$ cat src/rtl/shift_add_multiplier_pkg.sv
// Shared FSM encoding and sizing helpers for the shift-and-add multiplier.
// No logic; latency n/a; no backpressure.
package shift_add_multiplier_pkg;

    typedef enum logic [1:0] {
        ST_IDLE = 2'd0,
        ST_CALC = 2'd1,
        ST_DONE = 2'd2
    } state_t;

    // Iteration counter must hold the value N itself.
    function automatic int count_width(input int n);
        return $clog2(n + 1);
    endfunction

endpackage

$ cat src/rtl/shift_add_multiplier_adder.sv
// N-bit ripple-carry adder used for one partial-product step per clock.
// Latency: combinational; no backpressure.
module N_bit_full_adder #(
    parameter int N = 4
) (
    input  logic [N-1:0] a,
    input  logic [N-1:0] b,
    input  logic         cin,
    output logic [N-1:0] sum,
    output logic         cout
);

    logic [N:0] carry;

    assign carry[0] = cin;

    for (genvar i = 0; i < N; i++) begin : g_bit
        assign sum[i]     = a[i] ^ b[i] ^ carry[i];
        assign carry[i+1] = (a[i] & b[i]) | (carry[i] & (a[i] ^ b[i]));
    end

    assign cout = carry[N];

endmodule

$ cat src/rtl/shift_add_multiplier.sv
// Iterative unsigned NxN -> 2N shift-and-add multiplier, one partial product per clock.
// Latency: done pulses N+1 edges after start is accepted; start is ignored unless idle (not queued).
module shift_add_multiplier
    import shift_add_multiplier_pkg::*;
#(
    parameter int N = 4
) (
    input  logic           clk,
    input  logic           rst_n,
    input  logic           start,
    input  logic [N-1:0]   multiplicand,
    input  logic [N-1:0]   multiplier,
    output logic           busy,
    output logic           done,
    output logic [2*N-1:0] product
);

    localparam int             CW       = count_width(N);
    localparam logic [CW-1:0]  CNT_INIT = CW'(N);
    localparam logic [CW-1:0]  CNT_ONE  = CW'(1);

    state_t        state;
    state_t        state_nxt;
    logic [N-1:0]  a_reg;
    logic [N-1:0]  q_reg;
    logic [N-1:0]  m_reg;
    logic [CW-1:0] count;

    logic [N-1:0]  add_b;
    logic [N-1:0]  add_sum;
    logic          add_cout;

    assign add_b = q_reg[0] ? m_reg : '0;

    (* keep_hierarchy = "yes" *)
    N_bit_full_adder #(.N(N)) u_adder (
        .a    (a_reg),
        .b    (add_b),
        .cin  (1'b0),
        .sum  (add_sum),
        .cout (add_cout)
    );

    always_comb begin
        state_nxt = state;
        unique case (state)
            ST_IDLE: if (start)          state_nxt = ST_CALC;
            ST_CALC: if (count == CNT_ONE) state_nxt = ST_DONE;
            ST_DONE:                     state_nxt = ST_IDLE;
            default:                     state_nxt = ST_IDLE;
        endcase
    end

    // The bit shifted into the carry position is always zero, so the carry
    // out of the adder lands directly in the MSB of A instead of a C register.
    always_ff @(posedge clk or negedge rst_n) begin
        if (!rst_n) begin
            state   <= ST_IDLE;
            a_reg   <= '0;
            q_reg   <= '0;
            m_reg   <= '0;
            count   <= '0;
            product <= '0;
            busy    <= 1'b0;
            done    <= 1'b0;
        end else begin
            state <= state_nxt;
            busy  <= (state_nxt == ST_CALC);
            done  <= 1'b0;
            unique case (state)
                ST_IDLE: begin
                    if (start) begin
                        m_reg <= multiplicand;
                        q_reg <= multiplier;
                        a_reg <= '0;
                        count <= CNT_INIT;
                    end
                end
                ST_CALC: begin
                    a_reg <= {add_cout, add_sum[N-1:1]};
                    q_reg <= {add_sum[0], q_reg[N-1:1]};
                    count <= count - CNT_ONE;
                end
                ST_DONE: begin
                    product <= {a_reg, q_reg};
                    done    <= 1'b1;
                end
                default: ;
            endcase
        end
    end

endmodule
$ cat config.mk
export PLATFORM = sky130hd
export DESIGN_NAME = shift_add_multiplier
export DESIGN_NICKNAME = d
export VERILOG_FILES = /design/src/rtl/shift_add_multiplier_pkg.sv /design/src/rtl/shift_add_multiplier_adder.sv /design/src/rtl/shift_add_multiplier.sv
export SDC_FILE = /design/constraint.sdc
export NUM_CORES = 1
export LEC_CHECK = 0
export ABC_CLOCK_PERIOD_IN_PS = 3700
export CAP_MARGIN = 20
export CORE_ASPECT_RATIO = 0.75
export CORE_MARGIN = 2
export CORE_UTILIZATION = 55
export DETAILED_ROUTE_END_ITERATION = 10
export HOLD_SLACK_MARGIN = 0.06
export PLACE_DENSITY = 0.82
export REMOVE_ABC_BUFFERS = 1
export SYNTH_ARGS = -nofsm -noshare
export SYNTH_HDL_FRONTEND = slang
export SYNTH_HIERARCHICAL = 1
export SYNTH_SLANG_ARGS = --single-unit
$ cat constraint.sdc
create_clock -name clk -period 3.7 [get_ports clk]
set_input_delay 0.37 -clock clk [delete_from_list [all_inputs] [get_ports clk]]
set_output_delay 0.37 -clock clk [all_outputs]
set_load 0.02 [all_outputs]
After elaboration in Yosys (flattened, before gate mapping):

Index checks and enable logic that the tools add are counted.

* $add $sub $neg: 1
* equal/unequal tests: 5
* muxes and demuxes: 11
* bitwise operators: 17
* reduce and logical (&&, ||, !) cells: 4

Operators by type and width (number)
* $pmux W4 S2: 2
* $mux W4: 3
* $and A1 B1 Y1: 7
* $xor A1 B1 Y1: 7
* $pmux W3 S2: 1
* $eq A2 B1 Y1 const B: 2
* $mux W2: 2
* $pmux W2 S2: 1
* $reduce_and A2 Y1: 2
* $eq A3 B1 Y1 const B: 1
* $mux W3: 1
* $or A1 B1 Y1: 3
* $sub A3 B1 Y3 const B: 1
* $eq A2 B2 Y1 const B: 1
* $logic_not A2 Y1: 1
* $ne A2 B2 Y1 const B: 1
* $reduce_bool A2 Y1: 1
* $mux W1: 1

* register bits after elaboration: 27
* input port bits: 11
* output and inout port bits: 10
* word-level logic and storage cells: 46

Depth between registers and ports, before layout:

* word-level depth: 9
* depth in mapped cells: 10
* gate-level depth less buffers: 10

By module:

Netlist, hierarchy kept.

By module, submodules not included
* shift_add_multiplier: instances 1, cells an instance 79, area an instance 1129.8 µm², seq. area each 675.6 µm²
* N_bit_full_adder: instances 1, cells an instance 14, area an instance 117.6 µm², seq. area each 0.0 µm²

Worst setup path after synthesis:

OpenSTA, ideal clock, no wires.

* kind: register to register
* from: reg q_reg[0]
* to: reg a_reg[2]
* library setup time: 67 ps
* data arrival time: 2134 ps
* data required time: 3633 ps
* setup slack: 1499 ps
* cell stages (with the launch flop): 11
* buffers on the path: 0
* period minus slack after synthesis: 2201 ps
* cells stage by stage: dfrtp_1 > and2_1 > fa_1 > inv_1 > fa_1 > inv_1 > fa_1 > inv_1 > fa_1 > inv_1 > a22o_1

* cells in the longest elaborated chain, start to end: 8
* elaborated cells between the ends (all ways): 13
* classes of those cells: 2 x mux; 11 x bitwise

RTL lines
* start: declaration: RTL line shift_add_multiplier.sv:25 `logic [N-1:0] q_reg;`
* start signal: assignment: RTL line shift_add_multiplier.sv:74 `q_reg <= multiplier;`
* start signal: assignment: RTL line shift_add_multiplier.sv:81 `q_reg <= {add_sum[0], q_reg[N-1:1]};`
* $mux W4: RTL line shift_add_multiplier.sv:33 `assign add_b = q_reg[0] ? m_reg : '0;`
* net add_b[0]: RTL line shift_add_multiplier.sv:29 `logic [N-1:0] add_b;`
* $and A1 B1 Y1 (2 in a row): RTL line shift_add_multiplier_adder.sv:19 `assign carry[i+1] = (a[i] & b[i]) | (carry[i] & (a[i] ^ b[i]));`
* $or A1 B1 Y1: RTL line shift_add_multiplier_adder.sv:19
* $and A1 B1 Y1: RTL line shift_add_multiplier_adder.sv:19
* $or A1 B1 Y1: RTL line shift_add_multiplier_adder.sv:19
* $xor A1 B1 Y1: RTL line shift_add_multiplier_adder.sv:18 `assign sum[i] = a[i] ^ b[i] ^ carry[i];`
* net add_sum[3]: RTL line shift_add_multiplier.sv:30 `logic [N-1:0] add_sum;`
* $pmux W4 S2: RTL line shift_add_multiplier.sv:70 `unique case (state)`
* end signal: assignment: RTL line shift_add_multiplier.sv:80 `a_reg <= {add_cout, add_sum[N-1:1]};`
* end: declaration: RTL line shift_add_multiplier.sv:24 `logic [N-1:0] a_reg;`

The timed path passes the listed nets, and every way through them passes these cells.
A chain may end at the register's enable or synchronous reset.

Worst setup path after layout:

Same ends and word-level chain as after synthesis.

==> flow_metrics.env <==
export IMPL_crit_required_ns=3.97
export IMPL_power_leakage_nw=0.6844
export IMPL_endpoint_kind="flip-flop"
export IMPL_core_area_um2=2067
export IMPL_syn_cell_area_um2=1247
export IMPL_routed_wl_mm=2.082
export IMPL_dieArea_um2=2669
export IMPL_ant_nets=0
export IMPL_cts_tree="built"
export IMPL_peakVddDrop_mv=0.4715
export IMPL_hold_worst_slack_ns=0.3991
export IMPL_yosys_area_top_type="dfrtp_1"
export IMPL_power_per_cell_area_nw_per_um2=848.7
export IMPL_die_x_um=58.99
export IMPL_clockBufferDepth=2
export IMPL_synthCells=93
export IMPL_cp_max_fo=6
export IMPL_r2r_worst_path_cells=10
export IMPL_max_slew_margin_pct=59.47
export IMPL_async_reset_ff_share_pct=100.0
export IMPL_drv_slew=0
export IMPL_crit_arrival_ns=2.66
export IMPL_diodes=0
export IMPL_ys_top_cells_by_count="27 x dfrtp_1, 14 x inv_1, 12 x mux2_2"
export IMPL_h_tree_depth=1
export IMPL_viasPerCell=5.727
export IMPL_grtUsageTotal_pct=18.24
export IMPL_finalSetupTns_ns=0
export IMPL_grt_setup_unrepaired="no"
export IMPL_synth_edff_count=0
export IMPL_fin_nets=133
export IMPL_worst_slew_pin_slew_ns=0.6067
export IMPL_boundaryPins=21
export IMPL_area_delta_synth_final_pct=19.46
export IMPL_ys_warnings_count=6
export IMPL_status="complete, but fails checks"
export IMPL_synth_cell_types=24
export IMPL_io_buffers=20
export IMPL_cts_resized=0
export IMPL_hold_viol=0
export IMPL_fin_skew_ns=0.006416
export IMPL_finalCriticalPeriod_ns=2.395
export IMPL_total_power_mw=1.265
export IMPL_max_freq_ghz=0.4175
export IMPL_yosys_top_cells_area="dfrtp_1 54%, mux2_2 11%, fa_1 6.4%"
export IMPL_cts_sinks=27
export IMPL_rows=14
export IMPL_antenna_found_initial=0
export IMPL_synthFlopType="dfrtp_1"
export IMPL_critPathLaunchType="flip-flop"
export IMPL_start_util_pct=60.35
export IMPL_cts_setup_buffers=0
export IMPL_cap_violations=0
export IMPL_synth_avg_cell_area_um2=13.41
export IMPL_drc_errors=2
export IMPL_die_h_um=45.25
export IMPL_synth_most_common_cell="dfrtp_1"
export IMPL_num_vias=796
export IMPL_largest_reg_flops=8
export IMPL_ys_seq_area_share_pct=54.16
export IMPL_grt_pass1_vias=741
export IMPL_cts_buffers=3
export IMPL_cts_root_buf="clkbuf_4"
export IMPL_drtIter0Drc=21
export IMPL_insertion_delay_ns=0.32
export IMPL_drtPass1Iterations=7
export IMPL_drive_gt1_share_pct=19.13
export IMPL_violations="design-rule violations"
export IMPL_yosysTopAreaCellShare_pct=54.16
export IMPL_grt_pass1_wl_mm=3.429
export IMPL_grt_max_degree=28
export IMPL_finalSetupViolations=0
export IMPL_gr_total_overflow=0
export IMPL_ys_seq_elements=27
export IMPL_fin_crit_sh_pct=64.74
export IMPL_postCtsHoldBufs=0
export IMPL_largest_register="product"
export IMPL_place_congestion=0.7674
export IMPL_path_clk_slew_ns=0.14
export IMPL_dp_hpwl_mm=1.563
export IMPL_post_drt_wl_per_cell_um=14.98
export IMPL_min_path_type="in -> async"
export IMPL_path_class="reg -> reg"
-- through the flow --
stage,setup WS (ns),instances,area (µm²),utilization [%]
5_1_grt,1.214,139,1490,72.09
6_report,1.305,139,1490,72.09
2_1_floorplan,1.499,90,1226,-
3_3_place_gp,1.453,135,1464,70.82
4_1_cts,1.309,139,1490,72.09
3_5_place_dp,1.344,135,1464,70.82
-- path summary, 6_finish.rpt --
path | startpoint | endpoint | slack [ns]
worst max register to register | q_reg[0] | a_reg[2] | 1.30
min in group clk | product[6] | product[6] | 0.52
worst min register to register | product[6] | product[6] | 0.52
worst max-delay path | q_reg[0] | a_reg[2] | 1.30
max in group asynchronous | rst_n | m_reg[1] | 3.05
worst min-delay path | rst_n | done | 0.40
-- routing by layer --
layer / GRT usage (%) / vias up / share of wire [%]
met5: 0 / - / 0
met4: 8.182 / 0 / 1.5
met3: 6.017 / 5 / 4.2
met2: 26.44 / 15 / 46
met1: 25.24 / 405 / 48
li1: - / 371 / -
-- layout by cell type, fill, tap and decap left out, drive strengths merged, types with 2 or more instances in the layout --
master / count
mux2: 12
or4b: 4
and2: 4
inv: 14
fa: 4
a31oi: 2
nand2b: 2
ha: 2
dfrtp: 27
clkbuf: 4
a22o: 4
nor3b: 2
o221a: 4
clkdlybuf4s50: 20
-- area by class of cell --
type	count	area, µm²
clock buffer	4	26.28
fill	158	576.8
inverter	14	52.55
multi-input combinational	49	498.0
sequential	27	675.6
tap	24	30.03
timing repair buffer	21	207.7
-- power by group --
group	switching (mW)	total, mW	leakage (nW)	internal [mW]
logic	0.273	0.599	0.340	0.326
registers	0.105	0.540	0.329	0.435
clock network	0.0833	0.126	0.0150	0.0423
-- cell families after synthesis --
group | after synthesis | synth area share, %
fa+ha+maj | 6 | 8.425
buf+inv | 17 | 5.918
other cells | 1 | 0.3006
mux | 13 | 11.63
flops | 27 | 54.16
simple gates | 15 | 9.629
compound gates | 14 | 9.930
-- critical path, stage by stage, from the launching register on --
cell and delay (ns):
dfrtp_1 0.45, and2_1 0.18, fa_1 0.40, inv_1 0.08
fa_1 0.16, inv_1 0.05, fa_1 0.36, inv_1 0.08
fa_1 0.40, inv_1 0.06, a22o_1 0.12
(Power assumes the default switching activity.)
